==> config.mk <==
export PLATFORM = sky130hd
export DESIGN_NAME = uart_frame_sequencer
export DESIGN_NICKNAME = d
export VERILOG_FILES = /design/src/rtl/uart_frame_sequencer.sv
export SDC_FILE = /design/constraint.sdc
export NUM_CORES = 1
export LEC_CHECK = 0
export CAP_MARGIN = 20
export CORE_AREA = 5 5 117 119
export CTS_CLUSTER_SIZE = 10
export DETAILED_ROUTE_END_ITERATION = 16
export DIE_AREA = 0 0 122 124
export MAX_ROUTING_LAYER = met4
export PLACE_DENSITY = 0.84
export SYNTH_ARGS = -nofsm -noshare
export SYNTH_HDL_FRONTEND = slang
export SYNTH_SLANG_ARGS = --single-unit
==> constraint.sdc <==
create_clock -name CLK -period 2.74 [get_ports CLK]
set_input_delay 0.274 -clock CLK [delete_from_list [all_inputs] [get_ports CLK]]
set_output_delay 0.274 -clock CLK [all_outputs]
set_load 0.01 [all_outputs]
==> src/rtl/uart_frame_sequencer.sv <==
// UART command frame sequencer: parses 7E/CMD/LEN/PAYLOAD/CHK frames
// and drives either the serial shift register or the LED register.
module uart_frame_sequencer #(
  parameter int SHIFT_DIV = 4,
  parameter int MAX_LEN   = 8,
  parameter int TIMEOUT   = 34720
) (
  input  logic       CLK,
  input  logic       reset,
  input  logic [7:0] rx_data,
  input  logic       rx_valid,
  output logic       sr_data,
  output logic       sr_shift,
  output logic       sr_latch,
  output logic [7:0] led,
  output logic       busy,
  output logic       frame_ok,
  output logic       err_pulse,
  output logic [2:0] err_code
);

  localparam int DW = $clog2(SHIFT_DIV);
  localparam int TW = $clog2(TIMEOUT + 1);
  localparam logic [7:0] MAXL = 8'(MAX_LEN);
  localparam logic [DW-1:0] DIV_LAST = DW'(SHIFT_DIV - 1);
  localparam logic [TW-1:0] T_LAST = TW'(TIMEOUT - 1);

  localparam logic [2:0] E_TIMEOUT = 3'd1;
  localparam logic [2:0] E_CHKSUM  = 3'd2;
  localparam logic [2:0] E_BADCMD  = 3'd3;
  localparam logic [2:0] E_BADLEN  = 3'd4;
  localparam logic [2:0] E_OVERRUN = 3'd5;

  typedef enum logic [2:0] {
    HUNT,
    CMD,
    LEN,
    PAYLOAD,
    CHK,
    EXEC_SHIFT,
    EXEC_LATCH
  } state_t;

  state_t state_q, state_d;

  logic [7:0]    cmd_q;
  logic [3:0]    len_q;
  logic [3:0]    cnt_q;
  logic [7:0]    sum_q;
  logic [7:0]    buf_q [8];
  logic [TW-1:0] tcnt_q;
  logic [DW-1:0] div_q;
  logic [2:0]    bit_q;
  logic [3:0]    byte_q;
  logic [7:0]    led_q;
  logic          frame_q;
  logic          err_q;
  logic [2:0]    code_q;

  logic       in_frame;
  logic       tout;
  logic       bit_end;
  logic       last_bit;
  logic [7:0] sum_next;
  logic       err_set;
  logic [2:0] err_val;
  logic       led_load;
  logic       shift_start;

  assign in_frame = (state_q == CMD) || (state_q == LEN) ||
                    (state_q == PAYLOAD) || (state_q == CHK);
  assign tout     = in_frame && !rx_valid && (tcnt_q == T_LAST);
  assign bit_end  = (div_q == DIV_LAST);
  assign last_bit = bit_end && (bit_q == 3'd0) &&
                    (byte_q == len_q - 4'd1);
  assign sum_next = sum_q + rx_data;

  // State register
  always_ff @(posedge CLK or negedge reset) begin
    if (!reset) state_q <= HUNT;
    else        state_q <= state_d;
  end

  // Next-state decode and error classification
  always_comb begin
    state_d     = state_q;
    err_set     = 1'b0;
    err_val     = 3'd0;
    led_load    = 1'b0;
    shift_start = 1'b0;
    case (state_q)
      HUNT: begin
        if (rx_valid && rx_data == 8'h7E) state_d = CMD;
      end
      CMD: begin
        if (rx_valid) begin
          if (rx_data == 8'h01 || rx_data == 8'h02) begin
            state_d = LEN;
          end else begin
            err_set = 1'b1;
            err_val = E_BADCMD;
            state_d = HUNT;
          end
        end
      end
      LEN: begin
        if (rx_valid) begin
          if (rx_data != 8'h00 && rx_data <= MAXL) begin
            state_d = PAYLOAD;
          end else begin
            err_set = 1'b1;
            err_val = E_BADLEN;
            state_d = HUNT;
          end
        end
      end
      PAYLOAD: begin
        if (rx_valid && cnt_q == len_q - 4'd1) state_d = CHK;
      end
      CHK: begin
        if (rx_valid) begin
          if (sum_next != 8'h00) begin
            err_set = 1'b1;
            err_val = E_CHKSUM;
            state_d = HUNT;
          end else if (cmd_q == 8'h02) begin
            led_load = 1'b1;
            state_d  = HUNT;
          end else begin
            shift_start = 1'b1;
            state_d     = EXEC_SHIFT;
          end
        end
      end
      EXEC_SHIFT: begin
        if (last_bit) state_d = EXEC_LATCH;
        if (rx_valid) begin
          err_set = 1'b1;
          err_val = E_OVERRUN;
        end
      end
      EXEC_LATCH: begin
        state_d = HUNT;
        if (rx_valid) begin
          err_set = 1'b1;
          err_val = E_OVERRUN;
        end
      end
      default: state_d = HUNT;
    endcase
    if (tout) begin
      err_set = 1'b1;
      err_val = E_TIMEOUT;
      state_d = HUNT;
    end
  end

  // Frame capture: command, length, payload buffer and running sum
  always_ff @(posedge CLK or negedge reset) begin
    if (!reset) begin
      cmd_q <= 8'h00;
      len_q <= 4'd0;
      cnt_q <= 4'd0;
      sum_q <= 8'h00;
      for (int i = 0; i < 8; i++) buf_q[i] <= 8'h00;
    end else if (rx_valid) begin
      case (state_q)
        CMD: begin
          cmd_q <= rx_data;
          sum_q <= rx_data;
        end
        LEN: begin
          len_q <= rx_data[3:0];
          sum_q <= sum_next;
          cnt_q <= 4'd0;
        end
        PAYLOAD: begin
          buf_q[cnt_q[2:0]] <= rx_data;
          sum_q <= sum_next;
          cnt_q <= cnt_q + 4'd1;
        end
        default: ;
      endcase
    end
  end

  // Inter-byte idle counter, restarted by every received byte
  always_ff @(posedge CLK or negedge reset) begin
    if (!reset) tcnt_q <= '0;
    else if (in_frame && !rx_valid && !tout) tcnt_q <= tcnt_q + 1'b1;
    else tcnt_q <= '0;
  end

  // Serialiser position: bit divider, bit index, byte index
  always_ff @(posedge CLK or negedge reset) begin
    if (!reset) begin
      div_q  <= '0;
      bit_q  <= 3'd7;
      byte_q <= 4'd0;
    end else if (shift_start) begin
      div_q  <= '0;
      bit_q  <= 3'd7;
      byte_q <= 4'd0;
    end else if (state_q == EXEC_SHIFT) begin
      if (bit_end) begin
        div_q <= '0;
        bit_q <= bit_q - 3'd1;
        if (bit_q == 3'd0) byte_q <= byte_q + 4'd1;
      end else begin
        div_q <= div_q + 1'b1;
      end
    end
  end

  // LED register, accept pulse and error reporting
  always_ff @(posedge CLK or negedge reset) begin
    if (!reset) begin
      led_q   <= 8'h00;
      frame_q <= 1'b0;
      err_q   <= 1'b0;
      code_q  <= 3'd0;
    end else begin
      if (led_load) led_q <= buf_q[0];
      frame_q <= led_load;
      err_q   <= err_set;
      if (err_set) code_q <= err_val;
    end
  end

  assign sr_data   = (state_q == EXEC_SHIFT) ?
                     buf_q[byte_q[2:0]][bit_q] : 1'b0;
  assign sr_shift  = (state_q == EXEC_SHIFT) && bit_end;
  assign sr_latch  = (state_q == EXEC_LATCH);
  assign busy      = (state_q == EXEC_SHIFT) ||
                     (state_q == EXEC_LATCH);
  assign frame_ok  = frame_q || (state_q == EXEC_LATCH);
  assign led       = led_q;
  assign err_pulse = err_q;
  assign err_code  = code_q;

endmodule

==> results of run 1 <==
-- path summary, 6_finish.rpt --
kind | from | to | cells past startpoint
max | byte_q[0]$_DFFE_PN0P_ | sr_data | 6
min | reset | tcnt_q[4]$_DFF_PN0_ | 2
max reg2reg | sum_q[0]$_DFFE_PN0P_ | bit_q[1]$_DFFE_PN1P_ | 12
min reg2reg | tcnt_q[0]$_DFF_PN0_ | tcnt_q[0]$_DFF_PN0_ | 1
max in group asynchronous | reset | bit_q[1]$_DFFE_PN1P_ | 3
min in group CLK | tcnt_q[0]$_DFF_PN0_ | tcnt_q[0]$_DFF_PN0_ | 1
-- area by class of cell --
class	count	area share, %
clock inverters	10	2.24
well taps	172	2.62
inverters	9	0.411
clock buffers	20	5.56
multi-input cells	382	40.5
repair buffers	82	9.23
flip-flops and latches	129	39.4
-- cell usage after synthesis (all sizes together) (2+ instances only) --
library cell and number:
a2111oi 3, clkbuf 22, mux4 21, a22o 2, nor3 16, nand4b 2, nor2b 5, o31ai 3
ha 14, nor3b 2, nand2 40, nand2b 4, inv 9, nand4 4, xor2 15, or2 5
and3 3, nand3b 3, a211oi 3, nand3 9, o21ai 19, dfrtp 126, dfstp 3, a21o 4
nor2 50, xnor3 2, buf 6, xnor2 17, o21bai 7, mux2 84, a211o 2, nor4 4
or3 2, and4 3, mux2i 8, a21oi 13, nor4b 2
-- what timing repair did --
item / in CTS / in global routing
gates resized for setup: 22 / 13
setup endpoints to repair: 13 / 22
cloned: 1 / 1
pin swaps: 7 / 5
hold buffers: 1 / 0
buffers inserted: 1 / 6
hold endpoints to repair: 32 / 0
-- routing by layer --
metal	GRT usage [%]	vias to the layer above	routed length, um
met4	8.47	0	367
met3	4.90	32	751
met2	37.2	164	8330
met5	-	-	0
li1	-	2123	-
met1	29.3	2403	6790
-- cell families after synthesis --
family,after synthesis,synth area share [%]
AO/OA/AOI/OAI,64,6.33
XOR/XNOR,34,5.00
adder cells (fa/ha/maj),15,2.93
buffers and inverters,37,2.46
flip-flops,129,48.6
multiplexers,113,22.8
AND/OR/NAND/NOR,156,11.9
-- power by group --
part / switching [mW] / leakage, nW / total (mW) / internal (mW)
Sequential: 0.197 / 1.69 / 2.31 / 2.11
Combinational: 0.713 / 1.74 / 1.41 / 0.692
Clock: 0.824 / 0.308 / 2.47 / 1.65
Total: 1.73 / 3.73 / 6.19 / 4.45
-- flip-flops by register name, indices dropped and copies added, names as in the netlist, 4 cells and up --
register,cells
cmd_q,8
len_q,4
led,8
byte_q,4
tcnt_q,16
sum_q,8
buf_q,64
cnt_q,4
-- worst max-delay path, delay by kind of cell (launching register included) --
kind	cells	cell delay, ns
flops	1	0.46
simple gates	1	0.14
buf+inv	2	0.29
mux	3	1.50
==> summary.md, run 1 <==
| Metric | Value |
|---|---|
| Status | finished, violations left |
| Failing checks | negative setup slack |
| Setup Skew | 0.00986 ns |
| Largest net degree at the start of global routing | 98 |
| Slew Limit Fails | 0 |
| Final Cell Area | 8210 sq um |
| Die area | 15,100 sq um |
| Static leakage | 3.73 nW |
| Final ANT Viol Nets | 0 |
| Design Power | 6.19 mW |
| Gpl congestion | 0.922 |
| CTS H-Tree Depth | 4 |
| Synth warnings | 0 |
| Sequential cell area | 3240 sq um |
| Worst-Margin Slew | 0.979 ns |
| Clk slew on worst S/H paths | 0.06 ns |
| RSZ-0062 raised after global routing | true |
| Total core area | 12,500 sq um |
| Dominant synthesized flop cell | dfrtp_1 |
| CP max stage cell | mux4_2 |
| Cells after Synth | 548 |
| PortBufs | 27 |
| Critical path data required time | 2.47 ns |
| Area occupied by multi-input gates | 3330 sq um |
| GRT Util Overall | 23.1% |
| Worst Hold Class | input port to asynchronous set/reset pin |
| Critical Path Source Type | flop |
| Insertion delay to the later sink of the worst-skew pair | 0.42 ns |
| Final Critical Period | 3.09 ns |
| Final setup viols | 4 |
| # diodes | 0 |
| Crit end category | primary output |
| Initial Utilization | 53.4% |
| DR DRC count | 0 |
| Cell Pwr Density | 753 nW/um^2 |
| Worst-path maximum fanout | 8 |
| Die Y-Extent | 124 um |
| Setup WS pre-CTS | -0.449 ns |
| Leading area contributor after synthesis | dfrtp_1 |
| Fin crit share | 113% |
| CTS sink cnt | 129 |
| Final Hold Fails | 0 |
| Most common cell after layout, fill and taps aside | dfrtp_1 |
| Via count | 4,722 |
| Syn Area/Cell | 12.1 sq um |
| Register bit total from synthesis | 129 |
| Vias in the first global route | 4,953 |
| Die Wd | 122 um |
| R2R Setup Slk | -0.01 ns |
| DR pass1 iterations | 5 |
| Post-synth ARST share | 100% |
| Drt wl/cell | 20.2 um |
| WP data arrival | 2.81 ns |
| Post-synth EDFFs | 0 |
| Vias/cell | 5.87 |
| Max_cap viols | 0 |
| Final Core Density | 65.9% |
| Nets@finish | 647 |
| Crit-path cells | buf_12 -> mux4_2 -> mux4_2 -> mux4_2 -> nor2b_4 -> buf_6 |
| Setup TNS | -0.370 ns |
| Max Fclk | 324 MHz |
| Area growth syn-to-layout | 23.3% |
| # placed instances | 764 |
| # IOs | 28 |
| Row count | 41 |
| Clk buf depth | 2 |
| First-pass GRT wire length | 25,900 um |
| Post-Syn Area | 6660 sq um |
| Initial DRC Count | 426 |
| Synth top area cells | dfrtp_1 (47%), mux2_2 (14%), mux4_2 (5.4%) |
| Post-synthesis sequential area ratio | 48.6% |
| TritonCTS clock tree | done |
| Most frequent CP cell | mux4_2 |
| Worst vdd ir | 0.000527 V |
| Final Routed Wirelength | 16,200 um |
| Synth unique cells | 61 |
| Slew HR | 34.6% |
| Synthesized Nets | 574 |
| GRT Residual Overflow | 0 |
| Most frequent cells in the layout | dfrtp_1 (122), mux2_2 (76), nor2_1 (50), buf_4 (49), nand2_1 (40) |
| Cts bufs inserted | 17 |
| Setup ws final | -0.349 ns |
| Share of cells above drive strength 1 | 34.7% |
| Initial antenna violation count | 0 |
| Placed cell area | 7400 sq um |
| Final hold slack | 0.349 ns |
| Clock Tree Root | clkbuf_16 |
| CP peak stage delay | 0.52 ns |
| # fillers | 871 |
| Post-synth top area share | 47.4% |
| Finished Layout Cells | 804 |
| Post-detailed-placement half-perimeter wirelength | 10,100 um |
| Crit path kind | flop to primary output |
Power figures use the tool's default switching activity.
==> run 2: changes to the inputs <==
Settings changed: SLEW_MARGIN from default to 40, TNS_END_PERCENT from default to 50.
==> summary.md, run 2 (synthesis gave the netlist of run 1 again) <==
| Metric | Value |
|---|---|
| Crit end category | primary output |
| Worst Hold Class | input port to asynchronous set/reset pin |
| Die area | 15,100 sq um (unchanged) |
| Worst-Margin Slew | 0.572 ns (-0.408 ns) |
| Top reg by flops | buf_q |
| Die Y-Extent | 124 um (unchanged) |
| Finished Layout Cells | 803 (-0.12%) |
| RSZ-0062 raised after global routing | true |
| R2R Setup Slk | 0 ns (about the same) |
| # diodes | 0 (unchanged) |
| Setup Skew | 0.0109 ns (+0.00103 ns) |
| Vias in the first global route | 4,937 (-0.32%) |
| Final Cell Area | 8180 sq um (-0.35%) |
| Max Fclk | 324 MHz (+0.18%) |
| Fin crit share | 113% (-0.20 points) |
| Post-detailed-placement half-perimeter wirelength | 10,100 um (+0.11%) |
| Clk slew on worst S/H paths | 0.06 ns (about the same) |
| Status | finished, violations left |
| DR DRC count | 0 (unchanged) |
| Nets@finish | 644 (-0.46%) |
| Largest net degree at the start of global routing | 98 (unchanged) |
| Cts bufs inserted | 17 (unchanged) |
| Worst-path maximum fanout | 8 (unchanged) |
| Critical path data required time | 2.47 ns (about the same) |
| Most frequent cells in the layout | dfrtp_1 (122), mux2_2 (76), buf_4 (46), nor2_1 (45), nand2_1 (40) |
| Largest register FFs | 64 (unchanged) |
| Drt wl/cell | 19.5 um (-3.4%) |
| DR pass1 iterations | 5 (unchanged) |
| Via count | 4,700 (-0.47%) |
| Most common cell after layout, fill and taps aside | dfrtp_1 |
| Total core area | 12,500 sq um (unchanged) |
| Critical Path Source Type | flop |
| Initial Utilization | 53.4% (unchanged) |
| Share of cells above drive strength 1 | 34.9% (+0.21 points) |
| Placed cell area | 7410 sq um (about the same) |
| PortBufs | 27 (unchanged) |
| Area growth syn-to-layout | 22.9% |
| Final Core Density | 65.6% (-0.23 points) |
| Worst vdd ir | 0.000510 V (-3.2%) |
| First-pass GRT wire length | 25,600 um (-1.3%) |
| Setup TNS | -0.345 ns (+0.0252 ns) |
| Max_cap viols | 0 (unchanged) |
| Biggest regs | buf_q: 64 flops, tcnt_q: 16 flops |
| # placed instances | 764 (unchanged) |
| Clk buf depth | 2 (unchanged) |
| Initial DRC Count | 501 (+18%) |
| Final Critical Period | 3.08 ns (-0.00546 ns) |
| Cell Pwr Density | 741 nW/um^2 (-1.6%) |
| Static leakage | 3.71 nW (-0.71%) |
| Final Hold Fails | 0 (unchanged) |
| Design Power | 6.06 mW (-2.0%) |
| Row count | 41 (unchanged) |
| WP data arrival | 2.81 ns (about the same) |
| Setup ws final | -0.343 ns (+0.00546 ns) |
| Initial antenna violation count | 0 (unchanged) |
| CTS sink cnt | 129 (unchanged) |
| Gpl congestion | 0.922 (unchanged) |
| Vias/cell | 5.85 (-0.34%) |
| Final setup viols | 3 (-1) |
| Slew HR | 61.8% (+27 points) |
| Failing checks | negative setup slack |
| TritonCTS clock tree | done |
| CTS H-Tree Depth | 4 (unchanged) |
| Final ANT Viol Nets | 0 (unchanged) |
| Crit path kind | flop to primary output |
| Die Wd | 122 um (unchanged) |
| Final Routed Wirelength | 15,700 um (-3.5%) |
| GRT Util Overall | 22.8% (-0.36 points) |
| GRT Residual Overflow | 0 (unchanged) |
| Slew Limit Fails | 0 (unchanged) |
| Cells on worst reg2reg path | 10 (-2) |
| # IOs | 28 (unchanged) |
| Insertion delay to the later sink of the worst-skew pair | 0.43 ns (about the same) |
| Clock Tree Root | clkbuf_16 |
[run 2: cell count changes in the layout (fill, tap and decap cells not counted), sizes merged]
cell and delta:
clkinvlp +2, buf -3, clkbuf +1, clkinv +1
bufinv -2
[run 2: area by class of cell]
| cell class | count | area [sq um] |
|---|---|---|
| clock inverter | 11 | 155 |
| sequential | 129 | 3240 |
| fill | 864 | 4280 |
| clock buffer | 21 | 470 |
| tap | 172 | 215 |
| inverter | 9 | 33.8 |
| multi-input combinational | 382 | 3330 |
| timing repair buffer | 79 | 736 |
[run 2: repair_timing]
action | 4_1_cts | 5_1_grt
resized for setup | 21 | 17
pin swaps | 7 | 8
gates cloned | 1 | 1
setup buffers | 0 | 4
hold buffers | 1 | 0
endpoints found under the hold margin | 32 | 0
endpoints found under the setup margin | 13 | 22
[run 2: per-layer routing]
metal	track usage [%]	vias up	share of wire, %
met5	-	-	0
met4	7.21	0	1.5
met3	5.36	28	4.9
met2	37.3	149	51
met1	28.4	2399	43
li1	-	2124	-
[run 2: final timing paths]
kind                                  startpoint                endpoint
max                        byte_q[0]$_DFFE_PN0P_                 sr_data
min                                        reset     tcnt_q[4]$_DFF_PN0_
max reg2reg                 sum_q[0]$_DFFE_PN0P_  state_q[0]$_DFFE_PN0P_
min reg2reg                 sum_q[4]$_DFFE_PN0P_    sum_q[4]$_DFFE_PN0P_
max in group asynchronous                  reset   byte_q[0]$_DFFE_PN0P_
min in group CLK            sum_q[4]$_DFFE_PN0P_    sum_q[4]$_DFFE_PN0P_
[run 2: worst max-delay path: stages (launching register included)]
cell,delay [ns]
dfrtp_2,0.46
buf_12,0.17
mux4_2,0.51
mux4_2,0.49
mux4_2,0.48
nor2b_4,0.14
buf_6,0.12
[run 2: where the power goes]
part	switching, mW	total, mW	internal (mW)
logic	0.688	1.38	0.693
clock network	0.871	2.38	1.51
registers	0.196	2.31	2.11
[run 2: metrics by stage]
stage / worst slack [ns] / hold WS (ns)
final: -0.343 / 0.336
after floorplan: 0.00546 / -0.0216
after global placement: -0.419 / 0.246
after global routing: -0.430 / 0.379
after detailed placement: -0.448 / 0.256
after CTS: -0.358 / 0.343
==> run 3: changes to the inputs <==
Settings changed: ABC_AREA from default to 0.
==> results of run 3 <==
The final DEF is identical to that of run 2; final timing and power are the same.
